## src/rtl/ota_cmp_decimator_if.sv

```systemverilog
`default_nettype none
// ============================================================================
// Module   : ota_cmp_decimator_if
// Purpose  : Control and result handshake bundle for the OTA comparator
//            decimator.
//            master : consumer side; drives start/cont/ack, reads the result
//            slave  : decimator side; reads start/cont/ack, drives the result
// Signals  : start      1  begin-conversion pulse
//            cont       1  re-arm the accumulate window after each result
//            ack        1  consumer accepts the current code
//            code       8  conversion result
//            code_valid 1  code holds an unacknowledged result
//            overrun    1  sticky: a result was overwritten before ack
//            busy       1  converter not idle
// Revision : 1.0  initial release
// ============================================================================
interface ota_cmp_decimator_if;
  logic       start;
  logic       cont;
  logic       ack;
  logic [7:0] code;
  logic       code_valid;
  logic       overrun;
  logic       busy;

  modport master (
    output start, cont, ack,
    input  code, code_valid, overrun, busy
  );

  modport slave (
    input  start, cont, ack,
    output code, code_valid, overrun, busy
  );
endinterface
`default_nettype wire

```

## src/rtl/ota_cmp_decimator.sv

```systemverilog
`default_nettype none
// ============================================================================
// Module   : ota_cmp_decimator
// Purpose  : Synchronises the asynchronous comparator level, removes glitches
//            shorter than FILT_LEN clocks, and counts ones over a 2^WIN_LOG2
//            clock window to form an 8-bit pulse-density code delivered on a
//            valid/ack handshake.
// Ports    : clk     system clock
//            rst_n   asynchronous active-low reset
//            ena     design enable; low aborts a conversion in progress
//            cmp_in  raw comparator level, asynchronous to clk
//            bus     ota_cmp_decimator_if.slave (start/cont/ack in,
//                    code/code_valid/overrun/busy out)
// Params   : WIN_LOG2  log2 of the accumulate window in clocks (4..8)
//            FILT_LEN  consecutive samples to change filtered level (1..7)
// Revision : 1.0  initial release
// ============================================================================
module ota_cmp_decimator #(
  parameter int WIN_LOG2 = 8,
  parameter int FILT_LEN = 3
) (
  input  wire logic           clk,
  input  wire logic           rst_n,
  input  wire logic           ena,
  input  wire logic           cmp_in,
  ota_cmp_decimator_if.slave  bus
);

  localparam int         c_ONES_W      = WIN_LOG2 + 1;
  localparam int         c_SHIFT       = 8 - WIN_LOG2;
  localparam logic [3:0] c_SETTLE_LAST = 4'(FILT_LEN + 1);
  localparam logic [2:0] c_RUN_LAST    = 3'(FILT_LEN - 1);

  typedef enum logic [1:0] {
    S_IDLE   = 2'd0,
    S_SETTLE = 2'd1,
    S_ACCUM  = 2'd2
  } state_t;

  // Synchroniser and glitch filter
  logic                r_sync1;
  logic                r_sync2;
  logic                r_filt;
  logic [2:0]          r_run;

  // Conversion FSM
  state_t              r_state;
  logic                r_busy;
  logic [3:0]          r_settle_cnt;
  logic [WIN_LOG2-1:0] r_win_cnt;
  logic [c_ONES_W-1:0] r_ones;
  logic [c_ONES_W-1:0] r_res;
  logic                r_done;

  // Result / handshake
  logic [7:0]          r_code;
  logic                r_code_valid;
  logic                r_overrun;

  logic [c_ONES_W-1:0] w_ones_next;
  logic                w_win_last;
  logic [8:0]          w_scaled;
  logic [7:0]          w_code;

  assign w_ones_next = r_ones + c_ONES_W'(r_filt);
  assign w_win_last  = (r_win_cnt == {WIN_LOG2{1'b1}});
  // Scale the ones count to the 8-bit range; a full window maps to 256,
  // which saturates to 0xFF.
  assign w_scaled    = 9'(r_res) << c_SHIFT;
  assign w_code      = w_scaled[8] ? 8'hFF : w_scaled[7:0];

  // Sync and filter run independently of ena and of the FSM.
  always_ff @(posedge clk or negedge rst_n) begin
    if (!rst_n) begin
      r_sync1 <= 1'b0;
      r_sync2 <= 1'b0;
      r_filt  <= 1'b0;
      r_run   <= 3'd0;
    end else begin
      r_sync1 <= cmp_in;
      r_sync2 <= r_sync1;
      if (r_sync2 == r_filt) begin
        r_run <= 3'd0;
      end else if (r_run == c_RUN_LAST) begin
        r_filt <= r_sync2;
        r_run  <= 3'd0;
      end else begin
        r_run <= r_run + 3'd1;
      end
    end
  end

  // Window result is staged in r_res/r_done so the code register updates
  // one edge after the last accumulate clock, independent of whether the
  // FSM re-arms or returns to idle.
  always_ff @(posedge clk or negedge rst_n) begin
    if (!rst_n) begin
      r_state      <= S_IDLE;
      r_busy       <= 1'b0;
      r_settle_cnt <= 4'd0;
      r_win_cnt    <= '0;
      r_ones       <= '0;
      r_res        <= '0;
      r_done       <= 1'b0;
    end else begin
      r_done <= 1'b0;
      case (r_state)
        S_IDLE: begin
          if (bus.start && ena) begin
            r_state      <= S_SETTLE;
            r_busy       <= 1'b1;
            r_settle_cnt <= 4'd0;
            r_win_cnt    <= '0;
            r_ones       <= '0;
          end
        end
        S_SETTLE: begin
          if (!ena) begin
            r_state <= S_IDLE;
            r_busy  <= 1'b0;
          end else if (r_settle_cnt == c_SETTLE_LAST) begin
            r_state <= S_ACCUM;
          end else begin
            r_settle_cnt <= r_settle_cnt + 4'd1;
          end
        end
        S_ACCUM: begin
          if (!ena) begin
            r_state   <= S_IDLE;
            r_busy    <= 1'b0;
            r_ones    <= '0;
            r_win_cnt <= '0;
          end else if (w_win_last) begin
            r_res     <= w_ones_next;
            r_done    <= 1'b1;
            r_ones    <= '0;
            r_win_cnt <= '0;
            if (!bus.cont) begin
              r_state <= S_IDLE;
              r_busy  <= 1'b0;
            end
          end else begin
            r_ones    <= w_ones_next;
            r_win_cnt <= r_win_cnt + WIN_LOG2'(1);
          end
        end
        default: begin
          r_state <= S_IDLE;
          r_busy  <= 1'b0;
        end
      endcase
    end
  end

  // A new result always wins over a same-edge ack; overrun only sets when
  // an unacknowledged result is replaced.
  always_ff @(posedge clk or negedge rst_n) begin
    if (!rst_n) begin
      r_code       <= 8'h00;
      r_code_valid <= 1'b0;
      r_overrun    <= 1'b0;
    end else if (r_done) begin
      r_code       <= w_code;
      r_code_valid <= 1'b1;
      if (r_code_valid && !bus.ack) begin
        r_overrun <= 1'b1;
      end else if (r_code_valid && bus.ack) begin
        r_overrun <= 1'b0;
      end
    end else if (r_code_valid && bus.ack) begin
      r_code_valid <= 1'b0;
      r_overrun    <= 1'b0;
    end
  end

  assign bus.code       = r_code;
  assign bus.code_valid = r_code_valid;
  assign bus.overrun    = r_overrun;
  assign bus.busy       = r_busy;

endmodule
`default_nettype wire

```

## src/flat_wrapper.sv

```systemverilog
// flat-port wrapper written by rule: the top's interface ports become plain ports
module ota_cmp_decimator_flat 
#(
  parameter int WIN_LOG2 = 8,
  parameter int FILT_LEN = 3
)
  (clk, rst_n, ena, cmp_in, bus_start, bus_cont, bus_ack, bus_code, bus_code_valid, bus_overrun, bus_busy);
  ota_cmp_decimator_if bus_i ();
  input  wire logic clk;
  input  wire logic rst_n;
  input  wire logic ena;
  input  wire logic cmp_in;
  input wire logic [$bits(bus_i.start)-1:0] bus_start;
  input wire logic [$bits(bus_i.cont)-1:0] bus_cont;
  input wire logic [$bits(bus_i.ack)-1:0] bus_ack;
  output wire logic [$bits(bus_i.code)-1:0] bus_code;
  output wire logic [$bits(bus_i.code_valid)-1:0] bus_code_valid;
  output wire logic [$bits(bus_i.overrun)-1:0] bus_overrun;
  output wire logic [$bits(bus_i.busy)-1:0] bus_busy;
  assign bus_i.start = bus_start;
  assign bus_i.cont = bus_cont;
  assign bus_i.ack = bus_ack;
  assign bus_code = bus_i.code;
  assign bus_code_valid = bus_i.code_valid;
  assign bus_overrun = bus_i.overrun;
  assign bus_busy = bus_i.busy;
  ota_cmp_decimator #(.WIN_LOG2(WIN_LOG2), .FILT_LEN(FILT_LEN)) u_core (.clk(clk), .rst_n(rst_n), .ena(ena), .cmp_in(cmp_in), .bus(bus_i));
endmodule
```

## config.mk

```make
export PLATFORM = sky130hd
export DESIGN_NAME = ota_cmp_decimator_flat
export DESIGN_NICKNAME = d
export VERILOG_FILES = /design/src/rtl/ota_cmp_decimator_if.sv /design/src/rtl/ota_cmp_decimator.sv /design/src/flat_wrapper.sv
export SDC_FILE = /design/constraint.sdc
export NUM_CORES = 1
export LEC_CHECK = 0
export CORE_MARGIN = 3
export CORE_UTILIZATION = 55
export DETAILED_ROUTE_END_ITERATION = 8
export PLACE_DENSITY = 0.77
export RECOVER_POWER = 100
export SETUP_SLACK_MARGIN = 0.2
export SLEW_MARGIN = 30
export SYNTH_ARGS = -nofsm -noshare
export SYNTH_HDL_FRONTEND = slang
export SYNTH_SLANG_ARGS = --single-unit
```

## constraint.sdc

```tcl
create_clock -name clk -period 5.1 [get_ports clk]
set_input_delay 0.765 -clock clk [delete_from_list [all_inputs] [get_ports clk]]
set_output_delay 0.765 -clock clk [all_outputs]
set_load 0.005 [all_outputs]
```

**Word-level counts from Yosys, hierarchy flattened**

Cells that the tools add are included.
Widths: inputs -> output; s select.

- Flip-flop bits (word level): 50
- Output and inout port bits: 11

- Mux-type cells: 36
- Reduce and logical (&&, ||, !) cells: 14
- Add/subtract/negate cells: 4
- Bitwise operators: 1
- Eq/ne operators: 13

Operators with widths:

| kind | number |
|---|---|
| $mux 8 | 4 |
| $mux 9 | 3 |
| $pmux 9 s2 | 1 |
| $pmux 8 s2 | 1 |
| $mux 1 | 13 |
| $mux 2 | 6 |
| $mux 4 | 3 |
| $reduce_and 4->1 | 3 |
| $add 9x1->9 | 1 |
| $add 8x1->8 const B | 1 |
| $eq 8x8->1 const B | 1 |
| $pmux 4 s2 | 1 |
| $mux 3 | 2 |
| $ne 2x2->1 const B | 3 |
| $ne 3x2->1 const B | 2 |
| $pmux 2 s3 | 1 |
| $reduce_bool 2->1 | 3 |
| $add 4x1->4 const B | 1 |
| $eq 4x3->1 const B | 1 |
| $reduce_and 2->1 | 2 |
| $add 3x1->3 const B | 1 |
| $eq 3x2->1 const B | 1 |
| $logic_and 1x1->1 | 3 |
| $ne 3x3->1 const B | 1 |
| 9 further kinds | 9 |

**Logic depth before layout (Yosys ltp)**

Gate-level depths: netlist of run 1.

- Depth after elaboration: 4
- Gate-level depth with buffers: 7
- Gate-level depth less buffers: 6

**Worst setup path before layout of run 1**

OpenSTA, ideal clock, no wires.

- Path kind: input -> register
- From: input port ena
- To: register u_core.r_res[0]
- Data arrival time: 1723 ps
- Buffers on the path: 1
- Data required time: 4975 ps
- Slack: 3252 ps
- Setup time: 125 ps
- Stages on the path: 4
- Cells stage by stage: buf_2 nand3b_4 nor3_4 mux2_2

- Longest elaborated chain between the ends: 1

RTL lines:

| item | line | source |
|---|---|---|
| start: declaration | flat_wrapper.sv:11 | `input wire logic ena;` |
| $reduce_and 3->1 (no line) | - |  |
| end signal: assignment | ota_cmp_decimator.sv:134 | `r_res <= w_ones_next;` |
| end: declaration | ota_cmp_decimator.sv:52 | `logic [c_ONES_W-1:0] r_res;` |

Every way passes these cells.
A chain may end at the register's enable or synchronous reset.

**Worst setup path in the final report of run 1**

Same ends and word-level chain as after synthesis.

==> results of run 1 <==
==> flip-flops by register name, summed over array words and instances (netlist names), named ones only <==
| name | cells |
|---|---|
| u_core.r_done | 1 |
| u_core.r_ones | 9 |
| u_core.r_sync2 | 1 |
| u_core.bus.busy | 1 |
| u_core.r_win_cnt | 8 |
| u_core.r_state | 2 |
| u_core.bus.code_valid | 1 |
| u_core.r_filt | 1 |
| u_core.bus.code | 8 |
| u_core.r_settle_cnt | 4 |
| u_core.r_sync1 | 1 |
| u_core.r_run | 3 |
| u_core.r_res | 9 |
==> metal layers <==
layer / wire length (um) / up-vias / track usage / share of wire
li1: - / 834 / - / -
met1: 1830 / 785 / 0.221 / 0.48
met2: 1850 / 14 / 0.282 / 0.48
met3: 85 / 7 / 0.0379 / 0.022
met4: 57 / 0 / 0.0689 / 0.015
met5: 0 / - / 0 / 0
==> layout make-up <==
| type | instances | share of cell area |
|---|---|---|
| clock inverters | 2 | 0.00677 |
| repair buffers | 17 | 0.0634 |
| multi-input cells | 166 | 0.386 |
| well taps | 50 | 0.0242 |
| clock buffers | 6 | 0.0319 |
| inverters | 3 | 0.00435 |
| flip-flops and latches | 50 | 0.484 |
==> synthesized netlist by cell type (all sizes together) <==
cell type   n
nand4       4
or2         1
nand2      15
o311ai      1
a22o        3
or2b        2
and3b       1
mux2        4
o21ai       8
and2b       1
and4        2
clkbuf      3
mux2i       1
a31oi       8
nor4        1
dfrtp      50
a21o        1
xnor2       9
buf         8
a32o        1
nand2b      2
or4         1
o21ba       1
xor2        5
a41oi       1
o2bb2ai     1
inv         3
nand3b      2
nand4b      1
nor2b       2
and3        4
ha          6
a21oi      24
and2        1
nor2       38
nor3        5
nand3       9
==> kinds of logic (layout without fill, tap and decap cells) <==
| kind of cell | count (synthesis) | in the layout |
|---|---|---|
| and+or+nand+nor | 92 | 92 |
| adders and majority gates | 6 | 6 |
| muxes | 5 | 5 |
| xor gates and xnor gates | 14 | 14 |
| buffers and inverters | 14 | 28 |
| AOI/OAI and AO/OA | 49 | 49 |
| DFF | 50 | 50 |
==> final timing paths <==
| check | endpoint |
|---|---|
| setup / recovery | u_core.r_res[0] |
| setup reg to reg | u_core.r_res[0] |
| hold / removal | u_core.r_sync2 |
| max in group asynchronous | u_core.r_win_cnt[3] |
| min in group asynchronous | asynchronous set/reset pin |
| hold reg to reg | u_core.r_sync2 |
==> power by group <==
group / total, mW / switching, mW / internal (mW) / leakage [nW]
Combinational: 0.111 / 0.0586 / 0.0523 / 0.469
Clock: 0.238 / 0.127 / 0.112 / 0.0514
Sequential: 0.458 / 0.0321 / 0.426 / 0.678
==> through the flow <==
stage | setup WS (ns) | utilization
floorplan | 3.25 | -
global placement | 2.44 | 0.620
detailed placement | 2.42 | 0.621
CTS | 2.74 | 0.646
global route | 1.62 | 0.637
finish | 1.91 | 0.637
==> cells in the final DEF (no fill, tap or decap), types with 2 or more instances in the layout <==
cell	count
a21oi_1	24
a22o_1	3
a31oi_1	8
and3_1	4
and4_1	2
clkbuf_8	6
clkdlybuf4s50_1	2
clkinv_4	2
dfrtp_1	50
dlygate4sd3_1	14
ha_1	6
inv_1	3
mux2_2	4
nand2_1	15
nand2b_1	2
nand3_1	9
nand3b_1	2
nand4_1	3
nor2_1	38
nor2b_1	2
nor3_1	4
o21ai_0	8
or2b_1	2
xnor2_1	9
xor2_1	5
==> flow_summary.json, run 1 <==
{
  "place_congestion": 0.796,
  "cts_max_path_buffers": 2,
  "syn-instance-count": 230,
  "via_count": 1640,
  "drive_gt1_frac": 0.0574,
  "clockRootBuffer": "clkbuf_8",
  "critPathLaunchType": "input port",
  "grt_use_total": 0.171,
  "muxShareOfSynthArea": 0.0233,
  "die_w_um": 71.5,
  "synthDistinctLibCells": 45,
  "violations": "max-capacitance violations, max-slew violations",
  "drt_iter0_markers": 121,
  "syn2layout_area_growth_pct": 9.48,
  "critPathMaxStageDelay_ns": 1.28,
  "htreeDepth": 2,
  "first_pass_iters": 4,
  "cts.clk_slew.worst_paths_ns": 0.09,
  "ctsResizeCount": 0,
  "synth_area_sq_um": 2360,
  "dp_cells": 286,
  "cts.sinks": 50,
  "whs_ns": 0.363,
  "cap_violations": 2,
  "fin_total_pwr_uw": 808,
  "relSlewSlack": -0.704,
  "finalSetupViolations": 0,
  "antenna_found_initial": 0,
  "min_from": "u_core.r_sync1",
  "synth_top_area_frac": 0.530,
  "yosys-top-cells-area": "dfrtp_1 53%, nor2_1 6.0%, a21oi_1 5.1%",
  "clk_latency_ns": 0.30,
  "finalSetupTns_ns": 0,
  "core-area_sq_um": 4060,
  "r2r_slack_ns": 2.53,
  "postCtsSetupBuffers": 0,
  "fill_cells": 345,
  "numCtsBuffers": 5,
  "crit_chain": "dlygate4sd3_1 -> nand3b_1 -> nor3_1 -> mux2_2",
  "cp_slowest_cell": "nor3_1",
  "syn_nets": 243,
  "synth_top_family_by_area": "simple AND/OR/NAND/NOR gates",
  "die-area_sq_um": 5120,
  "fin_cells": 294,
  "final_area_sq_um": 2590,
  "drv_slew": 69,
  "cts_hold_buf": 0,
  "overflow": 0,
  "synth_compound_area_frac": 0.126,
  "synth_adder_area_share": 0.0318,
  "wirelength_um": 3820,
  "ys_seq_elements": 50,
  "criticalPathCategory": "input port to flop",
  "hold_viol": 0,
  "place_area_sq_um": 2520,
  "synthSimpleGateAreaFrac": 0.202,
  "yosysTopAreaCell": "dfrtp_1",
  "ir_drop_mv": 0.193,
  "reg2reg_depth": 3,
  "synthXorXnorAreaFrac": 0.0519,
  "fin_crit_sh": 0.625,
  "postSynthAreaPerCell_sq_um": 10.3,
  "cp.arrival_ns": 3.38,
  "clock-skew-final_ns": 0.0122,
  "status": "complete, but fails checks",
  "path_max_fanout": 17,
  "grt_pass1_vias": 1662,
  "rsz0062_at_grt": "no",
  "top_level_ports": 18,
  "yosysWarnings": 0,
  "remaining_drc_errors": 0,
  "diodes": 0,
  "avgRoutedWirePerCell_um": 13.0,
  "grt_start_max_net_pins": 51,
  "cts_tree": "done",
  "path_depth": 4,
  "end_kind": "flop",
  "crit_buf_inv": 1,
  "hold_path.class": "flop to flop",
  "cp.required_ns": 5.29,
  "critPathLaunch": "ena",
  "grt_pass1_wl_um": 7010,
  "r2r-start": "u_core.r_state[0]",
  "dp_hpwl_um": 2660,
  "rows": 23,
  "fp.dieH_um": 71.5,
  "antenna_left": 0,
  "min_period_ns": 3.19,
  "synth.yosys.seq_area_share": 0.530,
  "critical-path-top-delay-family": "simple AND/OR/NAND/NOR gates",
  "fmaxAchievable_ghz": 0.313,
  "numPortBuffers": 17,
  "final_nets": 256,
  "multiInputGateArea_sq_um": 997,
  "min_path_cells": 0,
  "drt-vias-per-instance": 5.58,
  "initial_core_util": 0.582,
  "regArea_sq_um": 1250,
  "p_per_area_nw_per_um2": 312,
  "worst_slew_pin_slew_ns": 2.56,
  "p_leak_nw": 1.20
}
(Power assumes the default switching activity.)
==> inputs of run 2 (changes only) <==
--- a/config.mk
+++ b/config.mk
@@ -6,9 +6,9 @@
 export NUM_CORES = 1
 export LEC_CHECK = 0
 export CORE_MARGIN = 3
-export CORE_UTILIZATION = 55
+export CORE_UTILIZATION = 52
 export DETAILED_ROUTE_END_ITERATION = 8
-export PLACE_DENSITY = 0.77
+export PLACE_DENSITY = 0.76
 export RECOVER_POWER = 100
 export SETUP_SLACK_MARGIN = 0.2
 export SLEW_MARGIN = 30
==> constraint.sdc (replaced) <==
create_clock -name clk -period 2.8 [get_ports clk]
set_input_delay 0.42 -clock clk [delete_from_list [all_inputs] [get_ports clk]]
set_output_delay 0.42 -clock clk [all_outputs]
set_load 0.005 [all_outputs]
==> run 2 against run 1 <==
The flow now finishes without violations. Sequential share of layout area shrank 0.65 points. Via count grew 0.61%. Cell count increased by 0.68%. Clock-buffer cell count is 1 lower. Largest cell class unchanged.
==> flow_summary.json, run 2 (same netlist as run 1, synthesis figures left out) <==
{
  "clk_latency_ns": 0.32,
  "numCtsBuffers": 5,
  "via_count": 1650,
  "critPathLaunchType": "input port",
  "wirelength_um": 4050,
  "clockRootBuffer": "clkbuf_8",
  "reg_top3": "u_core.r_ones (9), u_core.r_res (9)",
  "end_kind": "flop",
  "worst_slew_pin_slew_ns": 1.07,
  "p_leak_nw": 1.21,
  "drive_gt1_frac": 0.0691,
  "cts_hold_buf": 0,
  "initial_core_util": 0.562,
  "cap_violations": 0,
  "first_pass_iters": 4,
  "htreeDepth": 2,
  "numPortBuffers": 17,
  "clock-skew-final_ns": 0.0171,
  "core-area_sq_um": 4200,
  "syn2layout_area_growth_pct": 11.0,
  "path_max_fanout": 15,
  "rsz0062_at_grt": "no",
  "final_nets": 258,
  "finalSetupTns_ns": 0,
  "status": "finished clean",
  "criticalPathCategory": "input port to flop",
  "grt_pass1_vias": 1583,
  "diodes": 0,
  "cp.required_ns": 3.04,
  "grt_use_total": 0.171,
  "grt_pass1_wl_um": 7110,
  "cts.sinks": 50,
  "cts_tree": "done",
  "antenna_found_initial": 0,
  "fmaxAchievable_ghz": 0.469,
  "die_w_um": 73.4,
  "antenna_left": 0,
  "cp.arrival_ns": 2.37,
  "cts_max_path_buffers": 2,
  "final_common_cell": "dfrtp_1",
  "overflow": 0,
  "grt_start_max_net_pins": 31,
  "place_congestion": 0.842,
  "relSlewSlack": 0.286,
  "r2r-start": "u_core.r_state[0]",
  "hold_viol": 0,
  "top_level_ports": 18,
  "hold_path.class": "input port to asynchronous set/reset pin",
  "die-area_sq_um": 5390,
  "rows": 23,
  "ctsResizeCount": 0,
  "min_period_ns": 2.13,
  "avgRoutedWirePerCell_um": 13.7,
  "drt-vias-per-instance": 5.57,
  "drt_iter0_markers": 79,
  "finalSetupViolations": 0,
  "dp_hpwl_um": 2850,
  "drv_slew": 0,
  "critPathLaunch": "ena",
  "fin_crit_sh": 0.761,
  "remaining_drc_errors": 0,
  "ir_drop_mv": 0.456,
  "p_per_area_nw_per_um2": 596,
  "postCtsSetupBuffers": 0,
  "whs_ns": 0.265,
  "fin_total_pwr_mw": 1.56,
  "fp.dieH_um": 73.4,
  "mostFrequentLayoutCells": "50 x dfrtp_1, 38 x nor2_1, 24 x a21oi_1",
  "cts.clk_slew.worst_paths_ns": 0.10
}
-- run 2: worst max-delay path, stage by stage --
cell	delay [ns]
dlygate4sd3_1	0.73
nand3b_1	0.21
nor3_1	0.50
buf_4	0.30
nor2_1	0.07
a21oi_1	0.15
-- run 2: stage by stage --
stage	setup WS [ns]	std cells	area (sq um)	util
2_1_floorplan	1.14	230	2360	-
3_3_place_gp	0.658	288	2530	0.603
3_5_place_dp	0.634	288	2530	0.603
4_1_cts	0.965	296	2650	0.630
5_1_grt	0.552	296	2620	0.624
6_report	0.668	296	2620	0.624
-- run 2: cell type report --
cell class | instances | area [sq um]
Fill cell | 332 | 1580
Clock inverter | 3 | 47.5
Tap cell | 50 | 62.6
Multi-Input combinational cell | 166 | 1000
Sequential cell | 50 | 1250
Inverter | 3 | 11.3
Timing Repair Buffer | 19 | 176
Clock buffer | 5 | 68.8
-- run 2: worst paths after layout --
kind | to | slack, ns | cells after the start
setup / recovery | u_core.r_res[6] | 0.67 | 6
hold / removal | u_core.r_ones[5] | 0.27 | 1
setup reg to reg | u_core.r_res[6] | 0.96 | 5
hold reg to reg | u_core.r_sync2 | 0.36 | 0
max in group asynchronous | u_core.r_state[0] | 1.22 | 2
min in group clk | u_core.r_sync2 | 0.36 | 0
-- run 2: layer usage --
| metal | routed length (um) | GRT usage | vias up |
|---|---|---|---|
| met2 | 1870 | 0.254 | 21 |
| met1 | 2000 | 0.241 | 788 |
| met3 | 116 | 0.0410 | 7 |
| met5 | 0 | 0 | - |
| met4 | 70 | 0.0664 | 0 |
| li1 | - | - | 834 |
-- run 2: power breakdown --
part | internal, mW | switching, mW | leakage, nW | total (mW)
registers | 0.776 | 0.0606 | 0.678 | 0.837
logic | 0.0964 | 0.109 | 0.476 | 0.205
clock network | 0.271 | 0.248 | 0.0587 | 0.519
